[config.mk]
export PLATFORM = sky130hd
export DESIGN_NAME = lsu_rmw
export DESIGN_NICKNAME = d
export VERILOG_FILES = /design/src/rtl/lsu_rmw.sv
export SDC_FILE = /design/constraint.sdc
export NUM_CORES = 1
export LEC_CHECK = 0
export CORE_UTILIZATION = 35
export CTS_BUF_LIST = sky130_fd_sc_hd__clkbuf_8
export DETAILED_ROUTE_END_ITERATION = 8
export PLACE_DENSITY = 0.87
export RECOVER_POWER = 50
export SETUP_SLACK_MARGIN = 0.15
export SLEW_MARGIN = 10
export SYNTH_ARGS = -nofsm -noshare
export SYNTH_HDL_FRONTEND = slang
export SYNTH_SLANG_ARGS = --single-unit
[constraint.sdc]
create_clock -name clk_i -period 4.58 [get_ports clk_i]
set_input_delay 1.374 -clock clk_i [delete_from_list [all_inputs] [get_ports clk_i]]
set_output_delay 1.374 -clock clk_i [all_outputs]
set_load 0.1 [all_outputs]
[src/rtl/lsu_rmw.sv]
// Load/store unit: maps byte/half/word core accesses onto a word-only data RAM,
// extending loads and merging sub-word stores with a read-modify-write.
module lsu_rmw #(
    parameter int DATA_W = 32,
    parameter int ADDR_W = 32
) (
    input  logic              clk_i,
    input  logic              rst_ni,
    input  logic              core_req_i,
    input  logic              core_we_i,
    input  logic [2:0]        core_size_i,
    input  logic [ADDR_W-1:0] core_addr_i,
    input  logic [DATA_W-1:0] core_wd_i,
    output logic [DATA_W-1:0] core_rd_o,
    output logic              core_stall_o,
    output logic              core_exc_o,
    output logic              mem_req_o,
    output logic              mem_we_o,
    output logic [ADDR_W-1:0] mem_addr_o,
    output logic [DATA_W-1:0] mem_wd_o,
    input  logic [DATA_W-1:0] mem_rd_i
);

    typedef enum logic [1:0] {
        IDLE      = 2'd0,
        LOAD_RESP = 2'd1,
        RMW_WRITE = 2'd2
    } state_e;

    localparam logic [2:0] SZ_B  = 3'b000;
    localparam logic [2:0] SZ_H  = 3'b001;
    localparam logic [2:0] SZ_W  = 3'b010;
    localparam logic [2:0] SZ_BU = 3'b100;
    localparam logic [2:0] SZ_HU = 3'b101;

    state_e      state_q, state_d;
    logic [1:0]  off_q, off_d;
    logic [2:0]  size_q, size_d;

    logic              illegal_size;
    logic              misaligned;
    logic              req_exc;
    logic [ADDR_W-1:0] word_addr;
    logic [4:0]        shamt;
    logic [DATA_W-1:0] lane;
    logic [DATA_W-1:0] load_ext;
    logic [DATA_W-1:0] lane_mask;
    logic [DATA_W-1:0] store_lane;
    logic [DATA_W-1:0] merged;

    assign word_addr = {core_addr_i[ADDR_W-1:2], 2'b00};

    // Unsigned sizes are load-only; 011 and 11x are never legal.
    always_comb begin
        illegal_size = 1'b1;
        case (core_size_i)
            SZ_B, SZ_H, SZ_W: illegal_size = 1'b0;
            SZ_BU, SZ_HU:     illegal_size = core_we_i;
            default:          illegal_size = 1'b1;
        endcase
        misaligned = ((core_size_i[1:0] == 2'b01) && core_addr_i[0]) ||
                     ((core_size_i == SZ_W) && (core_addr_i[1:0] != 2'b00));
        req_exc = illegal_size || misaligned;
    end

    always_comb begin
        shamt      = {off_q, 3'b000};
        lane       = mem_rd_i >> shamt;
        load_ext   = mem_rd_i;
        lane_mask  = {{(DATA_W-8){1'b0}}, 8'hFF};
        store_lane = {{(DATA_W-8){1'b0}}, core_wd_i[7:0]};
        case (size_q)
            SZ_B:    load_ext = {{(DATA_W-8){lane[7]}}, lane[7:0]};
            SZ_BU:   load_ext = {{(DATA_W-8){1'b0}}, lane[7:0]};
            SZ_H:    load_ext = {{(DATA_W-16){lane[15]}}, lane[15:0]};
            SZ_HU:   load_ext = {{(DATA_W-16){1'b0}}, lane[15:0]};
            default: load_ext = mem_rd_i;
        endcase
        if (size_q[0]) begin
            lane_mask  = {{(DATA_W-16){1'b0}}, 16'hFFFF};
            store_lane = {{(DATA_W-16){1'b0}}, core_wd_i[15:0]};
        end
        merged = (mem_rd_i & ~(lane_mask << shamt)) | (store_lane << shamt);
    end

    always_comb begin
        state_d      = state_q;
        off_d        = off_q;
        size_d       = size_q;
        core_rd_o    = '0;
        core_stall_o = 1'b0;
        core_exc_o   = 1'b0;
        mem_req_o    = 1'b0;
        mem_we_o     = 1'b0;
        mem_addr_o   = '0;
        mem_wd_o     = '0;
        case (state_q)
            IDLE: begin
                if (core_req_i) begin
                    if (req_exc) begin
                        core_exc_o = 1'b1;
                    end else begin
                        mem_req_o  = 1'b1;
                        mem_addr_o = word_addr;
                        off_d      = core_addr_i[1:0];
                        size_d     = core_size_i;
                        if (!core_we_i) begin
                            core_stall_o = 1'b1;
                            state_d      = LOAD_RESP;
                        end else if (core_size_i == SZ_W) begin
                            mem_we_o = 1'b1;
                            mem_wd_o = core_wd_i;
                        end else begin
                            core_stall_o = 1'b1;
                            state_d      = RMW_WRITE;
                        end
                    end
                end
            end
            LOAD_RESP: begin
                core_rd_o = load_ext;
                state_d   = IDLE;
            end
            RMW_WRITE: begin
                mem_req_o  = 1'b1;
                mem_we_o   = 1'b1;
                mem_addr_o = word_addr;
                mem_wd_o   = merged;
                state_d    = IDLE;
            end
            default: state_d = IDLE;
        endcase
        // Reset must suppress the pending RMW write so no partial store lands.
        if (!rst_ni) begin
            state_d      = IDLE;
            core_rd_o    = '0;
            core_stall_o = 1'b0;
            core_exc_o   = 1'b0;
            mem_req_o    = 1'b0;
            mem_we_o     = 1'b0;
            mem_addr_o   = '0;
            mem_wd_o     = '0;
        end
    end

    always_ff @(posedge clk_i) begin
        if (!rst_ni) begin
            state_q <= IDLE;
            off_q   <= 2'b00;
            size_q  <= 3'b000;
        end else begin
            state_q <= state_d;
            off_q   <= off_d;
            size_q  <= size_d;
        end
    end

endmodule
==> impl_metrics.env, run 1 <==
export IMPL_status="stopped before the end"
export IMPL_lastStage="4_1_cts"
export IMPL_error_line="[ERROR DPL-0033] detailed placement checks failed during check placement."
export IMPL_start_util_pct=37.0
export IMPL_synthCells=339
export IMPL_cts_resized=49
export IMPL_yosys_top_cells_count="32 x a21oi_1, 31 x and2_1, 31 x nand2_1"
export IMPL_die_y_um=81.8
export IMPL_yosys_top_cells_area="mux2i_1 11%, a22o_1 9.4%, and2_1 8.7%, a21oi_1 7.2%, dfxtp_1 6.3%"
export IMPL_io_buffers=200
export IMPL_synth_cell_types=42
export IMPL_dp_cells=598
export IMPL_numCtsBuffers=3
export IMPL_post_cts_buffers=8
export IMPL_syn_area_per_cell_um2=6.58
export IMPL_io_pins=203
export IMPL_cts_root_buffer="clkbuf_8"
export IMPL_synth_most_common_cell="a21oi_1"
export IMPL_synth_largest_area_cell="mux2i_1"
export IMPL_syn_cell_area_um2=2230
export IMPL_yosys_register_bits=7
export IMPL_async_flop_share_pct=0
export IMPL_yosysSeqAreaShare_pct=6.29
export IMPL_cts_hold_buf=0
export IMPL_synth_top_flop_cell="dfxtp_1"
export IMPL_fp_dieW_um=81.8
export IMPL_placementRows=28
export IMPL_place_hpwl_um=12600
export IMPL_yosysTopAreaCellShare_pct=10.8
export IMPL_routabilityCongestion=0.936
export IMPL_clockBufferDepth=2
export IMPL_synth_edf_count=0
export IMPL_ys_warn_count=0
export IMPL_clock_sinks=7
export IMPL_htree_levels=1
==> metrics by stage <==
step / instance area [µm²] / setup slack (ns)
2_1_floorplan: 2650 / -0.159
3_3_place_gp: 5770 / -0.00994
3_5_place_dp: 5770 / -0.209
==> logic make-up after synthesis <==
kind of cell / after synthesis / share of synthesized area, %
AND/OR/NAND/NOR: 131 / 29.5
AO/OA/AOI/OAI: 123 / 39.6
buffers and inverters: 45 / 9.20
multiplexers: 32 / 15.3
flip-flops: 7 / 6.28
other: 1 / 0.168
==> run 2, diff against run 1 <==
CORE_UTILIZATION = 34   (was 35)
CTS_BUF_LIST = unset   (was sky130_fd_sc_hd__clkbuf_8)
PLACE_DENSITY = unset   (was 0.87)
PLACE_DENSITY_LB_ADDON = 0.15   (was unset)
SETUP_SLACK_MARGIN = unset   (was 0.15)
==> impl_metrics.env, run 2 <==
export IMPL_largest_register_ffs=3
export IMPL_area_delta_synth_final_pct=158
export IMPL_syn_area_per_cell_um2=6.58
export IMPL_yosys_register_bits=7
export IMPL_coreArea_um2=6350
export IMPL_io_buffers=200
export IMPL_synth_largest_area_cell="mux2i_1"
export IMPL_routed_wl_um=14200
export IMPL_worstPathCellList="dlygate4sd2_1, nor4_2, buf_4, o21ai_1, a21oi_2, buf_4, buf_12, and2_1, buf_12"
export IMPL_p_switching_mw=0.320
export IMPL_worst_pin_slew_ns=1.03
export IMPL_grt_ovfl_total=0
export IMPL_grt_pass1_wl_um=20500
export IMPL_grt_max_degree=36
export IMPL_routabilityCongestion=0.984
export IMPL_cts_tree="yes"
export IMPL_start_kind="input pin"
export IMPL_fin_cells=614
export IMPL_layout_setup_ws_ns=-0.0600
export IMPL_ant_nets=0
export IMPL_firstDrtPassIters=5
export IMPL_die_y_um=83.0
export IMPL_final_area_um2=5750
export IMPL_power_mw=0.657
export IMPL_start_util_pct=35.1
export IMPL_yosys_top_cells_area="mux2i_1 11%, a22o_1 9.4%, and2_1 8.7%, a21oi_1 7.2%, dfxtp_1 6.3%"
export IMPL_async_flop_share_pct=0
export IMPL_fp_dieW_um=83.0
export IMPL_status="complete, but fails checks"
export IMPL_place_hpwl_um=10400
export IMPL_violations="setup timing"
export IMPL_crit_buf_inv=5
export IMPL_vias=3819
export IMPL_p_comb_share_pct=76.0
export IMPL_ir_drop_v=0.000153
export IMPL_period_share_pct=101
export IMPL_track_usage_pct=37.3
export IMPL_placementRows=29
export IMPL_setup_violations=37
export IMPL_routedWlPerCell_um=23.2
export IMPL_drv_slew=0
export IMPL_yosysTopAreaCellShare_pct=10.8
export IMPL_busiest_layer="met2"
export IMPL_synth_cell_types=42
export IMPL_placed_cell_area_um2=5550
export IMPL_synth_edf_count=0
export IMPL_min_path_type="flip-flop to flip-flop"
export IMPL_crit_arrival_ns=3.27
export IMPL_dp_cells=605
export IMPL_synthCells=339
export IMPL_cp_max_fo=16
export IMPL_die_area_um2=6890
export IMPL_insertedDiodeCount=0
export IMPL_clockBufferDepth=2
export IMPL_endpoint_kind="output pin"
export IMPL_clock_sinks=7
export IMPL_drive_gt1_share_pct=35.2
export IMPL_rsz0062_at_grt="yes"
export IMPL_slew_headroom_pct=31.0
export IMPL_p_int_mw=0.337
export IMPL_leakagePower_nw=2.27
export IMPL_io_pins=203
export IMPL_cts_root_buffer="clkbuf_8"
export IMPL_p_per_area_nw_per_um2=114
export IMPL_cts_clk_slew_worst_paths_ns=0.04
export IMPL_first_iter_violations=409
export IMPL_clock_latency_ns=0.23
export IMPL_layout_commonest_cell="buf_12"
export IMPL_syn_cell_area_um2=2230
export IMPL_final_min_clock_period_ns=4.64
export IMPL_critPathSlowestCell="nor4_2"
export IMPL_grt_util_met3_pct=5.96
export IMPL_drc=0
export IMPL_finalClockSkew_ns=0.00476
export IMPL_viasPerCell=6.22
export IMPL_first_global_vias=3568
export IMPL_yosys_top_cells_count="32 x a21oi_1, 31 x and2_1, 31 x nand2_1"
export IMPL_regMostFlops="size_q"
export IMPL_reg_top3="size_q (3), off_q (2), state_q (2)"
export IMPL_nets=641
export IMPL_numCtsBuffers=3
export IMPL_path_class="input pin to output pin"
export IMPL_crit_required_ns=3.21
export IMPL_slowest_delay_ns=0.39
export IMPL_ys_warn_count=0
export IMPL_path_delay_family="buffers and inverters"
export IMPL_yosysSeqAreaShare_pct=6.29
export IMPL_synth_top_flop_cell="dfxtp_1"
export IMPL_power_frac_seq_pct=10.5
export IMPL_grt_use_met1_pct=41.8
export IMPL_met2_usage_pct=68.6
export IMPL_drv_cap=0
export IMPL_final_cell_mix="101 x buf_12, 93 x clkdlybuf4s50_1, 32 x a21oi_1, 31 x nand2_1"
export IMPL_hold_violations=0
export IMPL_clkPwrFrac_pct=13.6
export IMPL_antenna_found_initial=0
export IMPL_htree_levels=1
export IMPL_fmax_mhz=216
export IMPL_power_switching_share_pct=48.7
export IMPL_synth_most_common_cell="a21oi_1"
==> run 2: cell counts after synthesis <==
Identical to the previous run, type by type.
==> run 2: final timing paths <==
kind / endpoint / startpoint / slack, ns / cells after the start
worst max-delay path: mem_addr_o[31] / core_size_i[2] / -0.06 / 9
worst min-delay path: size_q[2]$_SDFFE_PN0P_ / size_q[2]$_SDFFE_PN0P_ / 0.51 / 2
worst max register to register: size_q[1]$_SDFFE_PN0P_ / state_q[1]$_SDFFE_PN0P_ / 3.23 / 4
worst min register to register: size_q[2]$_SDFFE_PN0P_ / size_q[2]$_SDFFE_PN0P_ / 0.51 / 2
==> run 2: final cells by class <==
class	count	area (µm²)
well taps	77	96.3
inverters	10	37.5
fillers	247	597
repair buffers	228	3290
multi-input cells	288	2150
clock buffers	4	45.0
flip-flops and latches	7	141
==> run 2: timing repair <==
action / 4_1_cts / 5_1_grt
resized for setup: 10 / 11
hold buffers: 0 / 0
pin swaps: 4 / 5
gates cloned: 2 / 1
endpoints found under the setup margin: 59 / 82
setup buffers: 2 / 0
==> run 2: power by group through the flow <==
stage / sequential [mW] / clock [mW] / combinational, mW
3_3_place_gp: 0.0691 / 0 / 0.458
6_report: 0.0688 / 0.0893 / 0.499
5_1_grt: 0.0689 / 0.0952 / 0.515
3_5_place_dp: 0.0693 / 0 / 0.468
4_1_cts: 0.0683 / 0.0894 / 0.477
2_1_floorplan: 0.0662 / 0 / 0.255
==> run 2: logic make-up (layout without fill, tap and decap cells) <==
family | count (synthesis) | in the layout | share of synthesized area (%)
and+or+nand+nor | 131 | 131 | 29.5
other | 1 | 2 | 0.168
muxes | 32 | 32 | 15.3
AOI/OAI and AO/OA | 123 | 123 | 39.6
buffers and inverters | 45 | 242 | 9.20
DFF | 7 | 7 | 6.28
==> run 2: per-layer routing <==
| layer | wire, µm | vias up |
|---|---|---|
| met5 | 0 | - |
| met4 | 1030 | 0 |
| met3 | 1320 | 73 |
| met2 | 7180 | 317 |
| met1 | 4730 | 1773 |
| li1 | - | 1656 |
==> run 2: worst reg2reg max path, stage by stage (launching register included) <==
cell and delay, ns:
dfxtp_1 0.34, nor2b_2 0.21, o211ai_1 0.32, nand3_1 0.19
o21ai_0 0.12
==> run 2: metrics by stage <==
step	setup slack (ns)	hold WS, ns	TNS [ns]	utilization (%)
detailed placement	-0.0859	0.491	-2.47	87.4
global placement	-0.00844	0.485	-0.00844	87.4
floorplan	-0.864	0.463	-7.80	-
CTS	0.00516	0.506	0	89.5
global route	-0.130	0.561	-3.77	90.6
finish	-0.0600	0.511	-1.19	90.6
Power figures use the tool's default switching activity.
